==> src/rtl/digitron_pkg.sv <==
// Shared types and constants for the seven-segment display arbiter.
// Latency: n/a (declarations only).
// Backpressure: n/a.
package digitron_pkg;

   // Largest value the six-digit display can show.
   localparam logic [19:0] DISP_MAX = 20'd999999;

   // Owner index width; covers up to 8 requesters.
   localparam int OWNER_W = 3;

   // Per-requester field widths: binary value, decimal points, blink mask.
   localparam int NUM_W   = 20;
   localparam int POINT_W = 6;
   localparam int SHANK_W = 6;

   typedef enum logic {
      IDLE = 1'b0,
      HOLD = 1'b1
   } state_t;

endpackage

==> src/rtl/digitron_prio_enc.sv <==
// Highest-set-index encoder with a valid flag.
// Latency: combinational.
// Backpressure: none.
module digitron_prio_enc
   import digitron_pkg::*;
#(
   parameter int N = 4
) (
   input  logic [N-1:0]       vec,
   output logic [OWNER_W-1:0] idx,
   output logic               vld
);

   // Scan upward so the highest set bit is the last one written.
   always_comb begin
      idx = '0;
      for (int i = 0; i < N; i++) begin
         if (vec[i]) idx = OWNER_W'(i);
      end
   end

   assign vld = |vec;

endmodule

==> src/rtl/digitron_arbiter.sv <==
// Shares one six-digit display between a background source and priority pop-ups.
// Latency: request/release sampled at an edge is reflected on all outputs at that edge's register update (1 cycle).
// Backpressure: none; losing requests are queued in a pending mask, never stalled.
module digitron_arbiter
   import digitron_pkg::*;
#(
   parameter int NREQ    = 4,
   parameter int HOLD_MS = 2000
) (
   input  logic                      clk,
   input  logic                      rst_n,
   input  logic [NREQ-1:0]           req,
   input  logic [NUM_W*NREQ-1:0]     num_in,
   input  logic [POINT_W*NREQ-1:0]   point_in,
   input  logic [SHANK_W*NREQ-1:0]   shank_in,
   input  logic [NREQ-1:0]           release_in,
   output logic [NUM_W-1:0]          number_out,
   output logic [POINT_W-1:0]        point_out,
   output logic [SHANK_W-1:0]        shank_out,
   output logic [OWNER_W-1:0]        owner,
   output logic                      busy,
   output logic                      overflow
);

   localparam int              TW       = (HOLD_MS > 1) ? $clog2(HOLD_MS) : 1;
   localparam logic [TW-1:0]   T_LOAD   = TW'(HOLD_MS - 1);
   // Requester 0 is the background and never requests or releases.
   localparam logic [NREQ-1:0] REQ_MASK = {{(NREQ-1){1'b1}}, 1'b0};

   state_t              state, state_nxt;
   logic [OWNER_W-1:0]  owner_nxt;
   logic [NREQ-1:0]     pend, pend_nxt;
   logic [TW-1:0]       timer, timer_nxt;

   logic [NREQ-1:0]     req_eff, rel_eff, cand, own_oh;
   logic [OWNER_W-1:0]  req_idx, cand_idx;
   logic                req_vld, cand_vld, hold_end;

   logic [NUM_W-1:0]    sel_num;
   logic [POINT_W-1:0]  sel_point;
   logic [SHANK_W-1:0]  sel_shank;
   logic                sel_ovf;

   assign req_eff = req & REQ_MASK;
   assign rel_eff = release_in & REQ_MASK;
   assign own_oh  = NREQ'(1) << owner;
   // At hold end, fresh requests compete together with the queued ones.
   assign cand    = (pend | req_eff) & ~rel_eff;
   assign hold_end = (state == HOLD) && ((timer == '0) || (|(rel_eff & own_oh)));

   digitron_prio_enc #(.N(NREQ)) u_enc_req (
      .vec (req_eff),
      .idx (req_idx),
      .vld (req_vld)
   );

   digitron_prio_enc #(.N(NREQ)) u_enc_cand (
      .vec (cand),
      .idx (cand_idx),
      .vld (cand_vld)
   );

   // Next owner, pending mask and hold timer.
   always_comb begin
      state_nxt = state;
      owner_nxt = owner;
      pend_nxt  = pend;
      timer_nxt = timer;
      if (state == IDLE) begin
         owner_nxt = '0;
         timer_nxt = '0;
         pend_nxt  = pend & ~rel_eff;
         if (req_vld) begin
            state_nxt = HOLD;
            owner_nxt = req_idx;
            timer_nxt = T_LOAD;
            pend_nxt  = (pend | req_eff) & ~(NREQ'(1) << req_idx) & ~rel_eff;
         end
      end else if (hold_end) begin
         if (cand_vld) begin
            owner_nxt = cand_idx;
            timer_nxt = T_LOAD;
            pend_nxt  = cand & ~(NREQ'(1) << cand_idx);
         end else begin
            state_nxt = IDLE;
            owner_nxt = '0;
            timer_nxt = '0;
            pend_nxt  = '0;
         end
      end else if (req_vld && (req_idx > owner)) begin
         // Preemption: the displaced owner is dropped, not re-queued.
         owner_nxt = req_idx;
         timer_nxt = T_LOAD;
         pend_nxt  = (pend | (req_eff & ~own_oh)) & ~(NREQ'(1) << req_idx) & ~rel_eff;
      end else begin
         timer_nxt = (|(req_eff & own_oh)) ? T_LOAD : (timer - TW'(1));
         pend_nxt  = (pend | (req_eff & ~own_oh)) & ~rel_eff;
      end
   end

   // Pick the next owner's live fields so data lines up with the owner register.
   always_comb begin
      sel_num   = '0;
      sel_point = '0;
      sel_shank = '0;
      for (int i = 0; i < NREQ; i++) begin
         if (owner_nxt == OWNER_W'(i)) begin
            sel_num   = num_in[i*NUM_W +: NUM_W];
            sel_point = point_in[i*POINT_W +: POINT_W];
            sel_shank = shank_in[i*SHANK_W +: SHANK_W];
         end
      end
      sel_ovf = (sel_num > DISP_MAX);
   end

   // Control state and registered display outputs.
   always_ff @(posedge clk or negedge rst_n) begin
      if (!rst_n) begin
         state      <= IDLE;
         owner      <= '0;
         pend       <= '0;
         timer      <= '0;
         number_out <= '0;
         point_out  <= '0;
         shank_out  <= '0;
         overflow   <= 1'b0;
      end else begin
         state      <= state_nxt;
         owner      <= owner_nxt;
         pend       <= pend_nxt;
         timer      <= timer_nxt;
         number_out <= sel_ovf ? DISP_MAX : sel_num;
         point_out  <= sel_point;
         // A clamped value blinks every digit as an out-of-range cue.
         shank_out  <= sel_ovf ? '1 : sel_shank;
         overflow   <= sel_ovf;
      end
   end

   assign busy = (state == HOLD);

endmodule
==> config.mk <==
export PLATFORM = sky130hd
export DESIGN_NAME = digitron_arbiter
export DESIGN_NICKNAME = d
export VERILOG_FILES = /design/src/rtl/digitron_pkg.sv /design/src/rtl/digitron_prio_enc.sv /design/src/rtl/digitron_arbiter.sv
export SDC_FILE = /design/constraint.sdc
export NUM_CORES = 1
export LEC_CHECK = 0
export CAP_MARGIN = 20
export CELL_PAD_IN_SITES_DETAIL_PLACEMENT = 0
export CELL_PAD_IN_SITES_GLOBAL_PLACEMENT = 2
export CORE_UTILIZATION = 21
export CTS_BUF_LIST = sky130_fd_sc_hd__clkbuf_2 sky130_fd_sc_hd__clkbuf_4 sky130_fd_sc_hd__clkbuf_8
export CTS_CLUSTER_DIAMETER = 80
export CTS_CLUSTER_SIZE = 24
export DETAILED_ROUTE_END_ITERATION = 12
export PLACE_DENSITY_LB_ADDON = 0.1
export SLEW_MARGIN = 30
export SYNTH_ARGS = -nofsm -noshare
export SYNTH_HDL_FRONTEND = slang
export SYNTH_SLANG_ARGS = --single-unit
==> constraint.sdc <==
create_clock -name clk -period 3.2 [get_ports clk]
set_input_delay 0.64 -clock clk [delete_from_list [all_inputs] [get_ports clk]]
set_output_delay 0.64 -clock clk [all_outputs]
set_load 0.05 [all_outputs]
==> run summary <==
The final cell count without fillers is 841. The count of distinct cell types in the synthesized netlist is 58. The top-level I/O count is 175.

The clock transition time at the flip-flop clock pins of the worst setup and hold paths came out at 0.12 ns. The area used by multi-input combinational logic came out at 2230 µm². The checks that failed: negative setup slack. The largest buffer count on any clock path came out at 2. Sorting the synthesized cells by how often they occur yields dfrtp_1, mux2i_1, o21ai_0, nand2_1, a21oi_1. The leakage power of the design is 2.75 nW.

The top-area cell type share of the netlist area is 0.373. In this run the vertical extent of the chip is 131 µm. Setup repair after global routing could not meet its margin everywhere. The total of max-cap violations is 0. Counting tap cells, the placed design contains a total of 817 instances. The start-to-end type of the worst setup path is input pin to flip-flop. The via density per instance came out at 4.78. The overall fraction of global-route tracks in use came out at 0.171.

The number of enable flip-flop cells after synthesis is 0. The required time of the worst setup path came out at 3.44 ns. The clock sink count came out at 52.

STA classifies the critical path startpoint as an input pin. STA classifies the critical path endpoint as a flip-flop. The initial antenna violation count came to 0. The total setup violations reported at the end of the flow came out at 21. The first-pass GRT wire length is 21.8 mm. The combinational cell fraction of total power came out at 0.798. Entering global routing, the biggest net connects 39 pins. The number of violations reported at the end of detailed-routing iteration 0 is 213.

The starting density of the core came out at 0.217. The total negative setup slack is -3.57 ns. The post-layout instance area came out at 6450 µm².

Along the worst path, the maximum fanout reaches 7. The number of nets with antenna violations after routing is 0. dfrtp_1 takes more of the synthesized area than any other cell.

Synthesis produced a netlist with a net count of 511. The total overflow reported by the global router came out at 0. The clock tree root driver cell is clkbuf_8. Data arrives at the worst endpoint at 3.66 ns.

The post-detailed-route wirelength per cell is 17.3 µm. The fraction of power spent switching nets is 0.485. Row generation in the floorplan step produced 46 rows. Of the synthesized area, sequential elements account for 0.373. The latest clock arrival within the worst-skew pair is 0.34 ns. Counting every instance in the synthesized netlist gives 369. For this run, global-route usage on met1 was measured as 0.212. The fmax is 292 MHz. The number of register bits inferred by synthesis came out at 52. The post-synthesis cell area came out at 3490 µm².

The mean instance size in the synthesized netlist is 9.45 µm². In the global route stage, met2 resource usage came out at 0.278. The sequential share of power is 0.146. The share of synthesized registers carrying an async set or reset came out at 1.00.

The congestion estimate from routability-driven global placement came to 0.852. The area of the core region is 16,100 µm². The die covers 17,100 µm². The post-detailed-placement cell area is 6060 µm². 0 antenna diodes ended up in the layout. The slew at the pin with the worst max-slew slack came out at 0.581 ns. The relative area change from synthesis to final layout is 85.0%.

For this run, the leading register cell type out of synthesis is dfrtp_1. The number of optimization iterations in the first detailed-route pass came out at 5. For this design the total switching power over the nets is 3.79 mW. The routed wire length is 14.5 mm. The final max-slew violation count came to 0. The flow ran to the end, but the final reports show violations. The worst path setup slack after routing came out at -0.223 ns.

The end-of-flow core utilization came out at 0.402. In this run the number of H-tree levels came out at 2. Hold repair after CTS inserted 0 buffers. The power density normalized to cell area is 1210 nW/µm². The hold violation count in the final report is 0. In this run the most used layer during global routing was met2. After synthesis, the cell types taking the most area are dfrtp_1, mux2i_1, o21ai_0. The worst min-delay path class is input pin to async pin. The number of fill cells in the layout came out at 1,570. On the final layout, the worst hold slack is 0.241 ns. The total internal power is 4.02 mW. The routed layout has 4,020 vias. The fraction of met3 tracks used by global routing came out at 0.0623. The fraction of final layout cells sized beyond drive strength 1 is 0.254. Across the whole layout, storage elements account for 1300 µm². Counting the buffers created by CTS gives 5.

The HPWL after detailed placement is 11.7 mm. The width of the chip is 131 µm. The Yosys step of the flow raised 0 warnings. The normalized max-slew margin came out at 0.611. Port buffering added 172 buffers. Dividing the final minimum period by the clock period gives 1.07. TritonCTS built the clock tree. Subtracting the final worst setup slack from the clock period gives 3.42 ns.

The clock network power share is 0.055. The number of global-route vias before repair came to 4,076. Across the routed clock network, the largest skew measured is 0.0282 ns. The worst vdd rail ir drop came out at 0.000389 V. The most numerous cell in the Yosys netlist is dfrtp_1.

The net count of the finished layout is 766. For this run, design rule violations remaining after detail routing come to 0.
[power groups by stage]
stage | registers [mW] | clock network [mW] | logic (mW)
finish | 1.14 | 0.431 | 6.24
global route | 1.18 | 0.480 | 6.76
detailed placement | 1.16 | 0 | 5.75
CTS | 1.15 | 0.456 | 6.16
floorplan | 1.95 | 0 | 2.65
global placement | 1.15 | 0 | 5.75
[registers in the layout (all words and copies together) (netlist names)]
signal	cells
pend	4
point_out	6
number_out	20
timer	11
owner	3
overflow	1
busy	1
shank_out	6
[repair_timing]
action	4_1_cts	5_1_grt
endpoints found under the setup margin	24	21
pin swaps	23	16
gates resized for setup	49	10
setup buffers	11	4
gates cloned	1	0
[cell type report]
cell class,count,share of cell area
timing repair buffer,270,0.390
multi-input combinational,285,0.345
sequential,52,0.202
tap,216,0.0419
clock buffer,6,0.0128
inverter,10,0.00582
clock inverter,2,0.00213
[cell families after synthesis]
logic type,Yosys count,share of synthesized area
AO/OA/AOI/OAI,146,0.300
XOR/XNOR,9,0.0226
adder cells (fa/ha/maj),4,0.0144
buffers and inverters,32,0.0377
flip-flops,52,0.373
multiplexers,40,0.116
AND/OR/NAND/NOR,86,0.137
[layout by cell type (no fill, tap or decap), drive strengths merged, types with 6 or more instances in the layout]
cell,instances
clkdlybuf4s50,165
buf,101
dfrtp,52
mux2i,38
o21ai,37
nand2,26
a21oi,22
nor2,19
o22a,11
inv,11
o22ai,10
o31a,7
a222oi,7
nor4,7
clkbuf,7
xor2,6
and4,6
nor3,6
a22o,6
[routing by layer]
metal,vias to the layer above,wire [µm]
li1,1959,-
met1,1906,6140
met2,141,6950
met3,14,1230
met4,0,213
met5,-,0
[per-stage QoR]
step / power [mW] / setup slack, ns
after floorplan: 4.60 / -0.369
after global placement: 6.90 / -0.925
after detailed placement: 6.91 / -1.05
after CTS: 7.76 / -0.168
after global routing: 8.41 / -0.334
final: 7.81 / -0.223
[worst max-delay path: stages]
cell and delay, ns:
buf_8 0.11, nor2b_4 0.11, nor2_2 0.04, ha_1 0.31
buf_4 0.11, a21o_1 0.18, a221oi_2 0.07, a31o_4 0.27
nor3_4 0.20, inv_2 0.07, or4b_4 0.53, a222oi_1 0.40
buf_4 0.18, o211ai_1 0.23, a21oi_1 0.23
[final timing paths]
path | start | end | slack (ns) | depth (start not counted)
setup / recovery | req[2] | number_out[13] | -0.22 | 15
hold / removal | rst_n | pend[3] | 0.24 | 1
setup reg to reg | owner[0] | number_out[13] | -0.19 | 12
hold reg to reg | pend[0] | pend[0] | 0.53 | 1
max in group asynchronous | rst_n | point_out[0] | 2.29 | 2
min in group clk | pend[0] | pend[0] | 0.53 | 1
No activity file was read; power rests on OpenSTA's default activity.
